### src/rtl/fir_serial_ctrl.sv
// Time-multiplexed FIR controller: one shared multiplier/accumulator is stepped
// across all taps for every accepted sample, held in a circular delay line.
module fir_serial_ctrl #(
   parameter int TAPS = 16,
   parameter int DW   = 12,
   parameter int CW   = 12,
   parameter int OW   = 29
) (
   input  logic                     clk,
   input  logic                     rstn,
   input  logic                     en,
   input  logic [DW-1:0]            xin,
   input  logic                     coef_we,
   input  logic [$clog2(TAPS)-1:0]  coef_addr,
   input  logic [CW-1:0]            coef_data,
   input  logic                     ovr_clr,
   output logic                     busy,
   output logic                     coef_rdy,
   output logic                     valid,
   output logic [OW-1:0]            yout,
   output logic                     overrun
);

   localparam int AW   = $clog2(TAPS);
   localparam int PW   = DW + CW;
   localparam int ACCW = PW + AW;
   localparam logic [AW-1:0] K_LAST = AW'(TAPS - 1);

   typedef enum logic [1:0] {S_IDLE, S_MAC, S_DRAIN, S_OUT} state_t;

   state_t                  r_state;
   state_t                  w_next;
   logic signed [DW-1:0]    r_delay [TAPS];
   logic signed [CW-1:0]    r_coef  [TAPS];
   logic [AW-1:0]           r_wr_ptr;
   logic [AW-1:0]           r_base;
   logic [AW-1:0]           r_k;
   logic [AW-1:0]           w_rd_idx;
   logic signed [PW-1:0]    w_prod;
   logic signed [PW-1:0]    r_prod;
   logic signed [ACCW-1:0]  r_acc;
   logic [OW-1:0]           r_yout;
   logic                    r_valid;
   logic                    r_overrun;
   logic                    w_busy;

   // Newest sample sits at base; tap k reaches k samples back, wrapping mod TAPS.
   assign w_rd_idx = r_base - r_k;
   assign w_prod   = PW'(r_delay[w_rd_idx]) * PW'(r_coef[r_k]);
   assign w_busy   = (r_state != S_IDLE);

   assign busy     = w_busy;
   assign coef_rdy = ~w_busy;
   assign valid    = r_valid;
   assign yout     = r_yout;
   assign overrun  = r_overrun;

   always_ff @(posedge clk or negedge rstn) begin
      if (!rstn) begin
         r_state <= S_IDLE;
      end else begin
         r_state <= w_next;
      end
   end

   always_comb begin
      w_next = r_state;
      case (r_state)
         S_IDLE:  if (en) w_next = S_MAC;
         S_MAC:   if (r_k == K_LAST) w_next = S_DRAIN;
         S_DRAIN: w_next = S_OUT;
         S_OUT:   w_next = S_IDLE;
         default: w_next = S_IDLE;
      endcase
   end

   always_ff @(posedge clk or negedge rstn) begin
      if (!rstn) begin
         for (int unsigned i = 0; i < TAPS; i++) begin
            r_delay[i] <= '0;
            r_coef[i]  <= '0;
         end
         r_wr_ptr  <= '0;
         r_base    <= '0;
         r_k       <= '0;
         r_prod    <= '0;
         r_acc     <= '0;
         r_yout    <= '0;
         r_valid   <= 1'b0;
         r_overrun <= 1'b0;
      end else begin
         r_valid <= 1'b0;

         // Written before the MAC phase reads it, so a same-cycle write is used.
         if (coef_we && !w_busy) begin
            r_coef[coef_addr] <= coef_data;
         end

         if (en && w_busy) begin
            r_overrun <= 1'b1;
         end else if (ovr_clr) begin
            r_overrun <= 1'b0;
         end

         case (r_state)
            S_IDLE: begin
               if (en) begin
                  r_delay[r_wr_ptr] <= xin;
                  r_base            <= r_wr_ptr;
                  r_wr_ptr          <= r_wr_ptr + AW'(1);
                  r_acc             <= '0;
                  r_k               <= '0;
               end
            end
            S_MAC: begin
               r_prod <= w_prod;
               // Product register is one stage behind; nothing to add on the first edge.
               if (r_k != '0) begin
                  r_acc <= r_acc + ACCW'(r_prod);
               end
               r_k <= r_k + AW'(1);
            end
            S_DRAIN: begin
               r_acc <= r_acc + ACCW'(r_prod);
            end
            S_OUT: begin
               r_yout  <= OW'(r_acc);
               r_valid <= 1'b1;
            end
            default: ;
         endcase
      end
   end

endmodule

### config.mk
export PLATFORM = sky130hd
export DESIGN_NAME = fir_serial_ctrl
export DESIGN_NICKNAME = d
export VERILOG_FILES = /design/src/rtl/fir_serial_ctrl.sv
export SDC_FILE = /design/constraint.sdc
export NUM_CORES = 1
export LEC_CHECK = 0
export BUFFER_PORTS_ARGS = -buffer_cell sky130_fd_sc_hd__buf_4
export CAP_MARGIN = 30
export CORE_ASPECT_RATIO = 2
export CORE_MARGIN = 2
export CORE_UTILIZATION = 58
export DETAILED_ROUTE_END_ITERATION = 12
export GPL_TIMING_DRIVEN = 0
export MAX_ROUTING_LAYER = met4
export PLACE_DENSITY = 0.77
export SYNTH_ARGS = -nofsm -noshare
export SYNTH_HDL_FRONTEND = slang
export SYNTH_SLANG_ARGS = --single-unit
### constraint.sdc
create_clock -name clk -period 8.6 [get_ports clk]
set_input_delay 1.72 -clock clk [delete_from_list [all_inputs] [get_ports clk]]
set_output_delay 1.72 -clock clk [all_outputs]
set_load 0.05 [all_outputs]
# [Word-level counts from Yosys, hierarchy flattened]
# Index checks and enable logic that the tools add are counted.
[classes] addsub=4 multipliers=1 div=0 n_lt_le_gt_ge=6 n_eq_ne=7 shift=0 muxes=23 bitwise=5 reduce_logical=15
[ops] cell="bitwise mux 192 bit" n=2
[ops] cell="binary-select mux 12 bit (select 4 bit)" n=2
[ops] cell="demux 12 bit (select 4 bit)" n=2
[ops] cell="case mux 28 bit (3 select lines)" n=1
[ops] cell="2-to-1 mux 12 bit" n=6
[ops] cell="2-to-1 mux 28 bit" n=2
[ops] cell="adder 28 x 24 -> 28 bit" n=1
[ops] cell="multiplier 12 x 12 -> 24 bit" n=1
[ops] cell="greater-or-equal comparator 5 bit (second input constant)" n=4
[ops] cell="NOT 4 -> 5 bit" n=4
[ops] cell="< comparator 5 x 1 -> 1 bit (second input constant)" n=2
[ops] cell="adder 4 x 1 -> 4 bit (second input constant)" n=2
[ops] cell="case mux 2 bit (4 select lines)" n=1
[ops] cell="case mux 4 bit (2 select lines)" n=1
[ops] cell="inequality test 2 bit (second input constant)" n=3
[ops] cell="AND reduction 2 bit" n=3
[ops] cell="nonzero test 2 bit" n=3
[ops] cell="== test 2 bit (second input constant)" n=2
[ops] cell="== test 4 bit (second input constant)" n=1
[ops] cell="logical AND 1 bit" n=4
[ops] cell="2-to-1 mux 2 bit" n=2
[ops] cell="2-to-1 mux 4 bit" n=1
[ops] cell="nonzero test 4 bit" n=1
[ops] cell="subtractor 4 bit" n=1
[ops] cell="7 further kinds" n=9
[word_totals] register_bits=480 latch_bits=0 ramBits=0 romBits=0 inputBits=33 out_inout_bits=33 elab_cells=102 memories=0

# [Depth between registers and ports, before layout]
# Gate-level depths: netlist of the first run.
[depth] word_depth=6 mapped_depth=33 depth_no_buf=29

# [Least setup slack after synthesis of the first run]
# No wires, ideal clock.
[synth_timing] path_kind="reg-to-reg" startpoint="register r_k[1]" endpoint="register r_prod[22]" arrival_ns=8.065 required_ns=8.463 path_slack_ns=0.398 stages_incl_launch_ff=33 period_less_slack_ns=8.202 path_cell_list="dfrtp_1 -> clkbuf_1 -> clkbuf_1 -> buf_2 -> inv_1 -> fa_1 -> buf_1 -> clkbuf_1 -> mux4_2 -> mux2_2 -> nand2_1 -> o21ai_0 -> buf_2 -> nand2_1 -> inv_1 -> fa_1 -> fa_1 -> inv_1 -> fa_1 -> inv_1 -> fa_1 -> inv_1 -> fa_1 -> inv_1 -> ha_1 -> or4_1 -> a21oi_2 -> o21ai_1 -> a2111oi_2 -> o31ai_1 -> o21ai_0 -> xor2_1 -> a21oi_1"
[synth_between] elab_chain_cells=6 word_cells_on_any_way=10
[synth_lines] element="start, declared" line="37" rtl="logic [AW-1:0] r_k;"
[synth_lines] element="start signal, assigned" line="121" rtl="r_k <= r_k + AW'(1);"
[synth_lines] element="subtractor 4 bit" line="48" rtl="assign w_rd_idx = r_base - r_k;"
[synth_lines] element="NOT 4 -> 5 bit (implied by the code)" line="49" rtl="assign w_prod = PW'(r_delay[w_rd_idx]) * PW'(r_coef[r_k]);"
[synth_lines] element="binary-select mux 12 bit (select 4 bit)" line="49"
[synth_lines] element="2-to-1 mux 12 bit (implied by the code) (2 in a row)" line="49"
[synth_lines] element="multiplier 12 x 12 -> 24 bit (*)" line="49"
[synth_lines] element="end signal, assigned" line="116" rtl="r_prod <= w_prod;"
[synth_lines] element="end, declared" line="40" rtl="logic signed [PW-1:0] r_prod;"
# Mark *: on every way between the ends. The rest lies on a longest branch, timed or not. The select of a mux whose other input is x is not followed.
# A chain may end at the register's enable or synchronous reset.

# [Worst setup path in the final report of the first run]
[layout_timing] startpoint="register r_k[1]" endpoint="register r_prod[20]"
# Same word-level chain as after synthesis.

==> flow_summary.ini, run 1 <==
[synth]
ys_warn_count = 0
yosys-top-cells-area = dfrtp_1 (43%), mux2_2 (18%), fa_1 (10%), mux4_2 (8.4%), ha_1 (4.0%)
ys_ff_latch = 480
syn_inst = 2155
synth-async-reset-ratio = 1.00
synth_top_area_frac = 0.431
synth-edff-count = 0
yosys.area.top_type = dfrtp_1
synth_nets = 2419
synth.avg_cell_area_sq_um = 12.9
synth_flop_cell = dfrtp_1
synth-seq-area-share = 0.431
synth.distinct_cells = 69
syn_area_sq_mm = 0.0279

[clock_tree]
cts_buffers = 44
clk_latency_ns = 0.59
cts_tree = done
path_clk_slew_ns = 0.06
htreeDepth = 2
clock_path_buffers = 3
cts_sinks = 480
clock-root-buffer = clkbuf_16

[placed_design]
place.gp.congestion = 0.960
hpwl_um = 50600
io_buffers = 65

[floorplan]
ios = 66
dieArea_sq_mm = 0.0499
start_util = 0.586
dieWidth_um = 159
die_h_um = 314
fp.coreArea_sq_mm = 0.0475
rows = 113

[sta]
final.setup.tns_ns = 0
max_freq_ghz = 0.122
layout_min_cycle_time_ns = 8.21
setup_viol = 0
relSlewSlack = 0.287
fin_crit_sh = 0.955
slew_violations = 0
hold_viol_final = 0
rsz0062_at_grt = no
finClkSkew_ns = 0.0188
holdWs_ns = 0.496
tightest_slew_ns = 1.07

[global_route]
grt_pass1_vias = 19800
grt_max_degree = 135
track_usage = 0.285
grt.overflow.total = 0
grt_pass1_wl_um = 107000
antenna_found_initial = 2

[cells_and_area]
utilization = 0.651
final_cell_mix = dfrtp_1 (478), mux2_2 (442), inv_1 (178)
nets = 2539
nFillCells = 3623
multiInputGateArea_sq_mm = 0.0147
layout_commonest_cell = dfrtp_1
area_delta_synth_final_pct = 11.1
drive_above_1_share = 0.325
register_area_sq_mm = 0.0120

[critical_path]
critPathMaxFanout = 19
worst_setup_path_start_kind = flop
rr_worst_depth = 30
worstPathArrival_ns = 8.68
regToRegSetupSlack_ns = 0.39
endpoint_kind = flop
cp_slowest_cell = fa_1
crit_type = flop to flop
required_ns = 9.07
crit_top_cell = fa_1
timing.rr.end = r_prod[20]$_DFFE_PN0P_
r2r-start = r_k[1]$_DFFE_PN0P_
critPathMaxStageDelay_ns = 0.61

[status]
outcome = complete, no violations

[min_path]
worstHoldPathType = flop to flop
holdPathEnd = r_base[3]$_DFFE_PN0P_
worstHoldStart = r_base[3]$_DFFE_PN0P_
min_path_cells = 2

[drt]
wl_met2_um = 37100
highest_layer = met4
drt-initial-drc-count = 820
drt-total-wl_um = 66800
drt-wirelength-per-cell_um = 22.7
dr_total_vias = 17500
post-route-drc-count = 0
firstDrtPassIters = 5
avgViaCountPerCell = 5.94
dr_wl_met3_um = 2260
wl_met1_um = 22600
final_antenna_net_count = 0

[job]
maxCapViolCount = 0
metrics by stage:
stage | area, sq um | std cells | worst slack, ns
2_1_floorplan | 27900 | 2155 | 0.398
3_3_place_gp | 29100 | 2852 | -1.76
3_5_place_dp | 29300 | 2862 | -1.93
4_1_cts | 30900 | 2941 | 0.00716
5_1_grt | 30900 | 2943 | 0.0385
6_report | 30900 | 2944 | 0.391
critical path, delay by kind of cell (launching register included):
kind	cells	cell delay, ns
AOI/OAI and AO/OA	5	1.05
xor gates and xnor gates	1	0.08
adders and majority gates	7	3.31
buffers and inverters	10	1.39
DFF	1	0.46
muxes	3	0.85
and+or+nand+nor	4	0.91
how the worst max path moves through the flow:
stage                             from                      to  slack, ns  cells after the start
finish              r_k[1]$_DFFE_PN0P_  r_prod[20]$_DFFE_PN0P_       0.39                     30
global route        r_k[1]$_DFFE_PN0P_  r_prod[22]$_DFFE_PN0P_       0.04                     30
CTS                 r_k[1]$_DFFE_PN0P_  r_prod[22]$_DFFE_PN0P_      0.007                     31
detailed placement  r_k[1]$_DFFE_PN0P_  r_prod[22]$_DFFE_PN0P_      -1.93                     30
global placement    r_k[1]$_DFFE_PN0P_  r_prod[22]$_DFFE_PN0P_      -1.76                     30
floorplan           r_k[1]$_DFFE_PN0P_  r_prod[22]$_DFFE_PN0P_       0.40                     32
kinds of logic after synthesis:
family	after synthesis	synth area share
xor+xnor	45	0.0141
mux	563	0.269
compound gates	177	0.0422
simple gates	357	0.0600
fa+ha+maj	231	0.142
flops	480	0.431
buf+inv	302	0.0419
flip-flops by register name, indices dropped and copies added (netlist names):
register / cells
r_prod: 24
r_wr_ptr: 4
valid: 1
r_acc: 28
r_coef: 192
r_delay: 192
yout: 28
r_base: 4
r_k: 4
overrun: 1
r_state: 2
cells in the mapped netlist (7+ instances only):
library cell and count:
a211oi_1 8, buf_1 13, o21ai_0 60, mux2_2 442
clkbuf_1 89, o21a_1 7, buf_2 20, nand2_1 149
xnor2_1 30, mux4_2 104, and2_1 20, nand3_1 18
ha_1 90, a21oi_1 32, fa_1 141, nor2b_1 34
nand2b_1 29, xor2_1 15, mux2i_1 17, nor3_1 8
a21o_1 14, inv_1 178, nor2_1 70, dfrtp_1 480
o31ai_1 8
metal layers:
metal	track usage	vias up
met2	0.523	469
met4	0.189	0
li1	-	7708
met5	-	-
met1	0.282	9068
met3	0.0338	231
what timing repair did:
| action | 4_1_cts | 5_1_grt |
|---|---|---|
| setup endpoints to repair | 17 | 6 |
| hold buffers | 0 | 0 |
| pin swaps | 1 | 0 |
| buffers inserted | 1 | 0 |
| resized for setup | 29 | 8 |
area by class of cell:
class,count,share of cell area
Multi-Input combinational cell,1373,0.476
Sequential cell,480,0.388
Clock buffer,67,0.0436
Tap cell,632,0.0256
Timing Repair Buffer,78,0.0224
Inverter,178,0.0216
Buffer,120,0.0173
Clock inverter,14,0.00513
Antenna cell,2,0.000162
Power of run 1 is not shown: default switching activity piles up to over one toggle a cycle in this logic, so the estimate is an artifact.
==> run 2: changes to the inputs <==
--- a/config.mk
+++ b/config.mk
@@ -6,14 +6,14 @@
 export NUM_CORES = 1
 export LEC_CHECK = 0
 export BUFFER_PORTS_ARGS = -buffer_cell sky130_fd_sc_hd__buf_4
-export CAP_MARGIN = 30
 export CORE_ASPECT_RATIO = 2
 export CORE_MARGIN = 2
-export CORE_UTILIZATION = 58
+export CORE_UTILIZATION = 55
 export DETAILED_ROUTE_END_ITERATION = 12
 export GPL_TIMING_DRIVEN = 0
 export MAX_ROUTING_LAYER = met4
-export PLACE_DENSITY = 0.77
+export PLACE_DENSITY = 0.73
+export REMOVE_ABC_BUFFERS = 1
 export SYNTH_ARGS = -nofsm -noshare
 export SYNTH_HDL_FRONTEND = slang
 export SYNTH_SLANG_ARGS = --single-unit
==> run 2 against run 1 <==
The run now ends with capacitance limit left; sequential share of layout area rose by 0.29 points; routed wire length fell by 9.4%; cell count fell by 3.1%; final area fell by 0.69%; non-clock buffer count fell by 101; critical path depth fell by 3; first-iteration DRC count rose by 21%; register-to-register slack got worse by 0.04 ns; flip-flop and latch count did not move; via count fell by 3.5%; clock skew fell by 0.0062 ns.
==> flow_summary.ini, run 2 (synthesized netlist as in run 1, its figures left out) <==
[clock_tree]
clk_latency_ns = 0.57
clock_path_buffers = 3
cts_tree = done
htreeDepth = 2
cts_hold_buf = 0
cts_sinks = 480
path_clk_slew_ns = 0.06
clock-root-buffer = clkbuf_16
cts_buffers = 44

[drt]
firstDrtPassIters = 5
post-route-drc-count = 0
avgViaCountPerCell = 5.91
drt-initial-drc-count = 990
drt-wirelength-per-cell_um = 21.2
drt-total-wl_um = 60600
final_antenna_net_count = 0
dr_total_vias = 16900

[cells_and_area]
nets = 2438
largestRegisters = r_coef (192), r_delay (192)
multiInputGateArea_sq_mm = 0.0148
area_delta_synth_final_pct = 10.3
drive_above_1_share = 0.342
nFillCells = 3810
final_cell_mix = dfrtp_1 (477), mux2_2 (442), inv_1 (178)
fin_area_sq_mm = 0.0307
register_area_sq_mm = 0.0120
n_antenna_cell = 0
layout_commonest_cell = dfrtp_1

[floorplan]
ios = 66
dieArea_sq_mm = 0.0526
fp.coreArea_sq_mm = 0.0501
rows = 116
dieWidth_um = 163
start_util = 0.556
die_h_um = 322

[global_route]
grt.overflow.total = 0
grt_pass1_wl_um = 99400
antenna_found_initial = 0
track_usage = 0.249
grt_max_degree = 129
grt_pass1_vias = 19000

[sta]
max_freq_ghz = 0.121
relSlewSlack = 0.000245
setup_viol = 0
final.setup.tns_ns = 0
tightest_slew_ns = 1.49
rsz0062_at_grt = no
slew_violations = 0
postLayoutSetupSlackWorst_ns = 0.346
hold_viol_final = 0
holdWs_ns = 0.498
layout_min_cycle_time_ns = 8.25
finClkSkew_ns = 0.0126
fin_crit_sh = 0.960

[placed_design]
hpwl_um = 42900
io_buffers = 65
pre_cts_slack_ns = -0.654
place.gp.congestion = 0.893
postPlaceCellArea_sq_mm = 0.0292

[critical_path]
critPathMaxFanout = 28
crit_start = r_k[1]$_DFFE_PN0P_
endpoint_kind = flop
cp_slowest_cell = fa_2
crit_type = flop to flop
r2r-start = r_k[1]$_DFFE_PN0P_
required_ns = 9.02
cp_top_family = adder cells
crit_buf_inv = 7
critPathMaxStageDelay_ns = 0.83
worstPathArrival_ns = 8.68
worst_setup_path_start_kind = flop

[status]
outcome = complete, but fails checks
failed_checks = capacitance limit

[min_path]
worstHoldPathType = flop to flop
worstHoldStart = r_prod[17]$_DFFE_PN0P_

[job]
maxCapViolCount = 2
==> run 2: area by class of cell <==
class,instances,share of cell area
clock buffers,64,0.0423
well taps,649,0.0264
clock inverters,11,0.00521
flip-flops and latches,480,0.391
repair buffers,97,0.0315
multi-input cells,1373,0.482
inverters,178,0.0217
==> run 2: per-stage QoR <==
step / cells / util
finish: 2852 / 0.614
global route: 2852 / 0.614
CTS: 2850 / 0.612
detailed placement: 2774 / 0.583
global placement: 2745 / 0.572
floorplan: 2031 / -
==> run 2: final timing paths <==
path,endpoint,slack [ns],cells after the start
max,r_prod[22]$_DFFE_PN0P_,0.35,27
min,r_prod[17]$_DFFE_PN0P_,0.50,2
max reg2reg,r_prod[22]$_DFFE_PN0P_,0.35,27
min reg2reg,r_prod[17]$_DFFE_PN0P_,0.50,2
max in group asynchronous,r_coef[106]$_DFFE_PN0P_,5.53,4
min in group asynchronous,r_delay[99]$_DFFE_PN0P_,1.07,1
==> run 2: routing by layer <==
layer  vias up  global-route usage  share of wire  routed length (um)
li1       7478                   -              -                   -
met1      8891               0.275           0.37               22500
met2       340               0.456           0.56               33800
met3       152              0.0247          0.030                1820
met4         0               0.102          0.041                2500
met5         -                   -              0                   0
==> run 2: timing repair <==
item                                    CTS  global route
setup buffers                             1             1
endpoints found under the setup margin    7             3
cloned                                    0             0
gates resized for setup                   6             5
pin swaps                                 1             0
==> run 2: tightest hold or removal path, delay by kind of cell (launching register included) <==
| kind | cells | cell delay [ns] |
|---|---|---|
| flip-flops | 1 | 0.35 |
| AO/OA/AOI/OAI | 1 | 0.06 |
| AND/OR/NAND/NOR | 1 | 0.05 |
Power of run 2 is left out for the same reason.
